--- src/rtl/fading_move_board_pkg.sv ---
// Shared cell and response encodings for the fading tic-tac-toe board recorder.
package fading_board_pkg;

    typedef enum logic [1:0] {
        CELL_EMPTY = 2'b00,
        CELL_O     = 2'b01,
        CELL_X     = 2'b10
    } cell_e;

    typedef enum logic [1:0] {
        RESP_OK   = 2'b00,
        RESP_TURN = 2'b01,
        RESP_OCC  = 2'b10,
        RESP_BAD  = 2'b11
    } resp_e;

endpackage

--- src/rtl/fading_move_board_if.sv ---
// Move request / response handshake between move-input logic and the board recorder.
interface fading_move_board_if #(
    parameter int PW = 4
);
    logic          move_valid;
    logic          move_x;
    logic [PW-1:0] move_pos;
    logic          resp_valid;
    logic [1:0]    resp_code;

    modport master (
        output move_valid, move_x, move_pos,
        input  resp_valid, resp_code
    );

    modport slave (
        input  move_valid, move_x, move_pos,
        output resp_valid, resp_code
    );
endinterface

--- src/rtl/fading_move_board_queue.sv ---
// Circular FIFO of piece positions for one player; push and pop may coincide at full.
module piece_queue #(
    parameter int DEPTH = 3,
    parameter int PW    = 4,
    localparam int CNTW = $clog2(DEPTH + 1),
    localparam int IW   = (DEPTH > 1) ? $clog2(DEPTH) : 1
) (
    input  logic            clk,
    input  logic            rst,
    input  logic            clear,
    input  logic            push,
    input  logic            pop,
    input  logic [PW-1:0]   din,
    output logic [PW-1:0]   head,
    output logic [CNTW-1:0] count
);
    logic [PW-1:0]   mem_q [DEPTH];
    logic [IW-1:0]   head_idx_q, tail_idx_q;
    logic [CNTW-1:0] cnt_q;

    function automatic logic [IW-1:0] wrap_inc(input logic [IW-1:0] i);
        return (i == IW'(DEPTH - 1)) ? '0 : i + 1'b1;
    endfunction

    always_ff @(posedge clk) begin
        if (rst || clear) begin
            head_idx_q <= '0;
            tail_idx_q <= '0;
            cnt_q      <= '0;
        end else begin
            if (push) tail_idx_q <= wrap_inc(tail_idx_q);
            if (pop)  head_idx_q <= wrap_inc(head_idx_q);
            cnt_q <= cnt_q + CNTW'(push) - CNTW'(pop);
        end
    end

    // Storage needs no reset: entries are only read once the count says they are live.
    always_ff @(posedge clk) begin
        if (push) mem_q[tail_idx_q] <= din;
    end

    assign head  = mem_q[head_idx_q];
    assign count = cnt_q;
endmodule

--- src/rtl/fading_move_board.sv ---
// Board-state recorder: validates moves, keeps per-player piece history, evicts the oldest piece.
module fading_move_board
    import fading_board_pkg::*;
#(
    parameter int CELLS   = 9,
    parameter int DEPTH   = 3,
    parameter int FADE_EN = 1,
    parameter int FIRST_X = 1,
    parameter int PW      = $clog2(CELLS),
    parameter int CW      = $clog2(CELLS + 1)
) (
    input  logic                 clk,
    input  logic                 rst,
    input  logic                 clear,
    input  logic                 freeze,
    fading_move_board_if.slave   mv,
    output logic [2*CELLS-1:0]   board,
    output logic                 turn_x,
    output logic [CW-1:0]        x_count,
    output logic [CW-1:0]        o_count,
    output logic                 fade_valid,
    output logic [PW-1:0]        fade_pos
);
    localparam int QD  = (FADE_EN != 0) ? DEPTH : CELLS;
    localparam int QCW = $clog2(QD + 1);

    logic [2*CELLS-1:0] board_q, board_d;
    logic               turn_q;
    logic               resp_valid_q;
    logic [1:0]         resp_code_q, resp_code_d;
    logic [QCW-1:0]     xq_cnt, oq_cnt, mover_cnt;
    logic [PW-1:0]      xq_head, oq_head, mover_head;
    logic               pos_ok, accept, evict;

    function automatic logic [1:0] cell_at(input logic [2*CELLS-1:0] b, input logic [PW-1:0] p);
        return b[2*int'(p) +: 2];
    endfunction

    assign pos_ok     = int'(mv.move_pos) < CELLS;
    assign mover_cnt  = turn_q ? xq_cnt : oq_cnt;
    assign mover_head = turn_q ? xq_head : oq_head;

    always_comb begin
        resp_code_d = resp_code_q;
        accept      = 1'b0;
        evict       = 1'b0;
        board_d     = board_q;
        if (mv.move_valid) begin
            if (freeze || !pos_ok)                                resp_code_d = RESP_BAD;
            else if (mv.move_x != turn_q)                         resp_code_d = RESP_TURN;
            else if (cell_at(board_q, mv.move_pos) != CELL_EMPTY) resp_code_d = RESP_OCC;
            else begin
                resp_code_d = RESP_OK;
                accept      = 1'b1;
            end
        end
        // Oldest piece leaves in the same update that places the new one.
        evict = accept && (FADE_EN != 0) && (mover_cnt == QCW'(DEPTH));
        if (evict)  board_d[2*int'(mover_head) +: 2] = CELL_EMPTY;
        if (accept) board_d[2*int'(mv.move_pos) +: 2] = turn_q ? CELL_X : CELL_O;
    end

    always_ff @(posedge clk) begin
        if (rst || clear) begin
            board_q      <= '0;
            turn_q       <= (FIRST_X != 0);
            resp_valid_q <= 1'b0;
            resp_code_q  <= RESP_OK;
        end else begin
            board_q      <= board_d;
            resp_valid_q <= mv.move_valid;
            resp_code_q  <= resp_code_d;
            if (accept) turn_q <= !turn_q;
        end
    end

    piece_queue #(.DEPTH(QD), .PW(PW)) u_xq (
        .clk   (clk),
        .rst   (rst),
        .clear (clear),
        .push  (accept && turn_q),
        .pop   (evict && turn_q),
        .din   (mv.move_pos),
        .head  (xq_head),
        .count (xq_cnt)
    );

    piece_queue #(.DEPTH(QD), .PW(PW)) u_oq (
        .clk   (clk),
        .rst   (rst),
        .clear (clear),
        .push  (accept && !turn_q),
        .pop   (evict && !turn_q),
        .din   (mv.move_pos),
        .head  (oq_head),
        .count (oq_cnt)
    );

    assign board         = board_q;
    assign turn_x        = turn_q;
    assign x_count       = CW'(xq_cnt);
    assign o_count       = CW'(oq_cnt);
    assign fade_valid    = (FADE_EN != 0) && (mover_cnt == QCW'(DEPTH));
    assign fade_pos      = fade_valid ? mover_head : '0;
    assign mv.resp_valid = resp_valid_q;
    assign mv.resp_code  = resp_code_q;
endmodule

--- src/flat_wrapper.sv ---
// flat-port wrapper written by rule: the top's interface ports become plain ports
module fading_move_board_flat import fading_board_pkg::*;
#(
    parameter int CELLS   = 9,
    parameter int DEPTH   = 3,
    parameter int FADE_EN = 1,
    parameter int FIRST_X = 1,
    parameter int PW      = $clog2(CELLS),
    parameter int CW      = $clog2(CELLS + 1)
)
  (clk, rst, clear, freeze, board, turn_x, x_count, o_count, fade_valid, fade_pos, mv_move_valid, mv_move_x, mv_move_pos, mv_resp_valid, mv_resp_code);
  fading_move_board_if #(.PW(PW)) mv_i ();
  input  logic clk;
  input  logic rst;
  input  logic clear;
  input  logic freeze;
  output logic [2*CELLS-1:0] board;
  output logic turn_x;
  output logic [CW-1:0] x_count;
  output logic [CW-1:0] o_count;
  output logic fade_valid;
  output logic [PW-1:0] fade_pos;
  input wire logic [$bits(mv_i.move_valid)-1:0] mv_move_valid;
  input wire logic [$bits(mv_i.move_x)-1:0] mv_move_x;
  input wire logic [$bits(mv_i.move_pos)-1:0] mv_move_pos;
  output wire logic [$bits(mv_i.resp_valid)-1:0] mv_resp_valid;
  output wire logic [$bits(mv_i.resp_code)-1:0] mv_resp_code;
  assign mv_i.move_valid = mv_move_valid;
  assign mv_i.move_x = mv_move_x;
  assign mv_i.move_pos = mv_move_pos;
  assign mv_resp_valid = mv_i.resp_valid;
  assign mv_resp_code = mv_i.resp_code;
  fading_move_board #(.CELLS(CELLS), .DEPTH(DEPTH), .FADE_EN(FADE_EN), .FIRST_X(FIRST_X), .PW(PW), .CW(CW)) u_core (.clk(clk), .rst(rst), .clear(clear), .freeze(freeze), .mv(mv_i), .board(board), .turn_x(turn_x), .x_count(x_count), .o_count(o_count), .fade_valid(fade_valid), .fade_pos(fade_pos));
endmodule
--- config.mk ---
export PLATFORM = sky130hd
export DESIGN_NAME = fading_move_board_flat
export DESIGN_NICKNAME = d
export VERILOG_FILES = /design/src/rtl/fading_move_board_pkg.sv /design/src/rtl/fading_move_board_if.sv /design/src/rtl/fading_move_board_queue.sv /design/src/rtl/fading_move_board.sv /design/src/flat_wrapper.sv
export SDC_FILE = /design/constraint.sdc
export NUM_CORES = 1
export LEC_CHECK = 0
export CORE_MARGIN = 2
export CORE_UTILIZATION = 45
export DETAILED_ROUTE_END_ITERATION = 8
export PLACE_DENSITY = 0.69
export RECOVER_POWER = 100
export SLEW_MARGIN = 20
export SYNTH_ARGS = -nofsm -noshare
export SYNTH_HDL_FRONTEND = slang
export SYNTH_SLANG_ARGS = --single-unit
export TNS_END_PERCENT = 30
--- constraint.sdc ---
create_clock -name clk -period 4.3 [get_ports clk]
set_input_delay 1.29 -clock clk [delete_from_list [all_inputs] [get_ports clk]]
set_output_delay 1.29 -clock clk [all_outputs]
set_load 0.03 [all_outputs]
==> run_results.csv <==
group,metric,value,unit
clock_network,clockBufferDepth,2,
yosys,synthMuxAreaShare,3.025,%
sta,tightestPinTransition,0.5120,ns
yosys,ys_ff_latch,62,
floorplanning,die_h,87.58,um
power_and_ir_drop,leakagePower,0.001516,uW
place,place_ws,0.09233,ns
power_and_ir_drop,ir_worst_vdd,0.1621,mV
layout,area_delta_synth_final,24.72,%
critical_path,worstPathRequired,4.33,ns
yosys,synth_ff_type,"dfxtp_1",
yosys,ys_types,55,
run_status,status,"finished, final reports clean",
drt,ant_nets,0,
sta,postLayoutSetupSlackWorst,0.2305,ns
grt,track_usage,22.87,%
yosys,avgSynthCellArea,9.946,um^2
sta,finalSetupTns,0,ns
yosys,synthSimpleGateAreaFrac,20.46,%
clock_network,cts.sinks,62,
place,io_buffers,40,
drt,via_count,2651,
floorplanning,dieWidth,87.58,um
power_and_ir_drop,clkPwrFrac,42.0,%
sta,report.final.hold_viol_count,0,
sta,relSlewSlack,65.43,%
sta,whs,0.4839,ns
clock_network,clk_pin_slew,0.08,ns
drt,first_pass_iters,5,
power_and_ir_drop,power_density,312.9,mW/mm^2
sta,fin_crit_sh,94.64,%
layout,mostFrequentLayoutCell,"dfxtp_1",
yosys,syn_inst,316,
critical_path,critPathArrivalTime,4.10,ns
clock_network,postCtsSetupRepairBufs,0,
critical_path,crit_start,"mv_move_pos[1]",
floorplanning,ios,45,
sta,rsz0062_at_grt,"false",
hold_path,holdCritStartpoint,"u_core.board[3]$_SDFF_PP0_",
floorplanning,fp-row-count,30,
floorplanning,start_util,46.26,%
power_and_ir_drop,swShare,25.32,%
clock_network,cts_tree,"built",
sta,slew_violations,0,
critical_path,start_kind,"input port",
grt,first_global_vias,2563,
place,place_inst,463,
drt,routedWlPerCell,17.04,um
yosys,synth_area_leader_cell,"dfxtp_1",
layout,num_antenna_cells,0,
critical_path,worstSetupPathType,"input port to register",
critical_path,r2r-start,"u_core.turn_x$_SDFFE_PP1P_",
grt,grt_pass1_wl,13120,um
clock_network,h-tree-depth,3,
grt,overflow,0,
critical_path,worst_setup_path_end_kind,"register",
place,dp_hpwl,6142,um
layout,mostFrequentLayoutCells,"dfxtp_1 (38), dlygate4sd3_1 (35), inv_1 (33)",
yosys,synth_area,0.003143,mm^2
clock_network,post_cts_resized,0,
sta,finClkSkew,0.01010,ns
power_and_ir_drop,p_int,916.0,uW
yosys,synthAdderAreaFrac,4.379,%
yosys,synth_top_family_by_area,"simple AND/OR/NAND/NOR gates",
yosys,async_flop_share,0,%
drt,drt-total-wl,8160,um
clock_network,cts_hold_buf,0,
power_and_ir_drop,totalPowerFinal,1227,uW
clock_network,clkLatencyLatePin,0.34,ns
drt,drt-initial-drc-count,230,
yosys,synth-seq-area-share,47.13,%
yosys,synth_area_leaders,"dfxtp_1 (24%), edfxtp_1 (23%), ha_1 (4.4%)",
clock_network,cts_buffers,9,
grt,grt_start_max_net_pins,21,
power_and_ir_drop,switchingPower,310.5,uW
yosys,synth_compound_area_share,16.04,%
yosys,synth_top_area_share,24.20,%
power_and_ir_drop,p_seq_share,49.9,%
yosys,synth-xor-area-share,1.672,%
floorplanning,die_area,0.007669,mm^2
place,gp_congestion,0.8781,
layout,drive_above_1_share,12.53,%
critical_path,crit_path_max_fanout,11,
sta,setup_viol,0,
power_and_ir_drop,combPwrFrac,8.0,%
hold_path,min_path_type,"register to register",
drt,via_per_inst,5.534,
clock_network,cts-root-buf,"clkbuf_8",
drt,drc,0,
sta,fmax,245.7,MHz
layout,final_cells,479,
yosys,synth_warnings,0,
layout,nets,399,
floorplanning,core_area,0.006794,mm^2
sta,post-route-min-period,4.070,ns
flow_run,drv_cap,0,
yosys,synth_edf_count,24,
grt,antenna_found_initial,0,
power by group through the flow:
stage          Sequential (uW)  Combinational, uW  Clock [uW]
2_1_floorplan              629               59.3           0
3_3_place_gp               626               99.7           0
3_5_place_dp               626               99.6           0
4_1_cts                    613                100         521
5_1_grt                    613                107         543
6_report                   613               98.7         515
routing by layer:
metal | GRT usage, % | share of wire, % | vias to the layer above
li1 | - | - | 1279
met1 | 32.13 | 47 | 1264
met3 | 5.467 | 5.6 | 12
met2 | 34.78 | 46 | 96
met5 | 0 | 0 | -
met4 | 7.832 | 1.7 | 0
cell families after synthesis:
family | Yosys count
fa+ha+maj | 11
compound gates | 70
flops | 62
other cells | 1
buf+inv | 49
xor+xnor | 6
mux | 9
simple gates | 108
sequential cells by signal, indices dropped and copies added, names as in the netlist, named ones only:
| name | count |
|---|---|
| u_core.u_xq.tail_idx_q | 2 |
| u_core.u_xq.head_idx_q | 2 |
| u_core.mv.resp_valid | 1 |
| u_core.u_oq.mem_q | 12 |
| u_core.turn_x | 1 |
| u_core.board | 18 |
| u_core.mv.resp_code | 2 |
| u_core.u_oq.count | 2 |
| u_core.u_oq.head_idx_q | 2 |
| u_core.u_xq.count | 2 |
| u_core.u_xq.mem_q | 12 |
| u_core.u_oq.tail_idx_q | 2 |
through the flow:
stage / area [um^2] / util [%]
CTS: 3949 / 58.12
floorplan: 3154 / -
detailed placement: 3754 / 55.25
global route: 3920 / 57.70
global placement: 3754 / 55.25
finish: 3920 / 57.70
final cells by class:
type,instances,area (um^2)
inverter,33,123.9
fill,629,2874
tap,96,120.1
clock inverter,7,71.32
timing repair buffer,64,558.0
sequential,62,1481
clock buffer,9,123.9
multi-input combinational,208,1441
cells in the mapped netlist (all sizes together) (4+ instances only):
cell	number
dfxtp	38
inv	33
edfxtp	24
nor2	18
o22ai	17
nand2	14
buf	11
ha	11
a21oi	10
nand3	10
and2	8
nor3	8
o211ai	8
o21ai	8
o311ai	8
nand2b	7
nand4	7
a211oi	6
clkbuf	5
mux2i	5
nor2b	5
nor4b	5
mux2	4
nor3b	4
o21a	4
or3	4
path summary, 6_finish.rpt:
| kind | end | slack [ns] | cells after the start |
|---|---|---|---|
| setup / recovery | u_core.u_xq.mem_q[2][3]$_DFFE_PP_ | 0.23 | 11 |
| hold / removal | u_core.board[3]$_SDFF_PP0_ | 0.48 | 2 |
| setup reg to reg | u_core.board[1]$_SDFF_PP0_ | 1.31 | 11 |
| hold reg to reg | u_core.board[3]$_SDFF_PP0_ | 0.48 | 2 |
critical path, stage by stage:
cell and delay (ns):
dlygate4sd3_1 0.55, inv_1 0.12, ha_1 0.28, nand2b_4 0.10, a2111oi_4 0.40, nor4b_4 0.33
buf_4 0.23, nand3_1 0.15, clkbuf_1 0.18, nor3b_1 0.20, clkbuf_1 0.25
No activity file was read; power rests on OpenSTA's default activity.
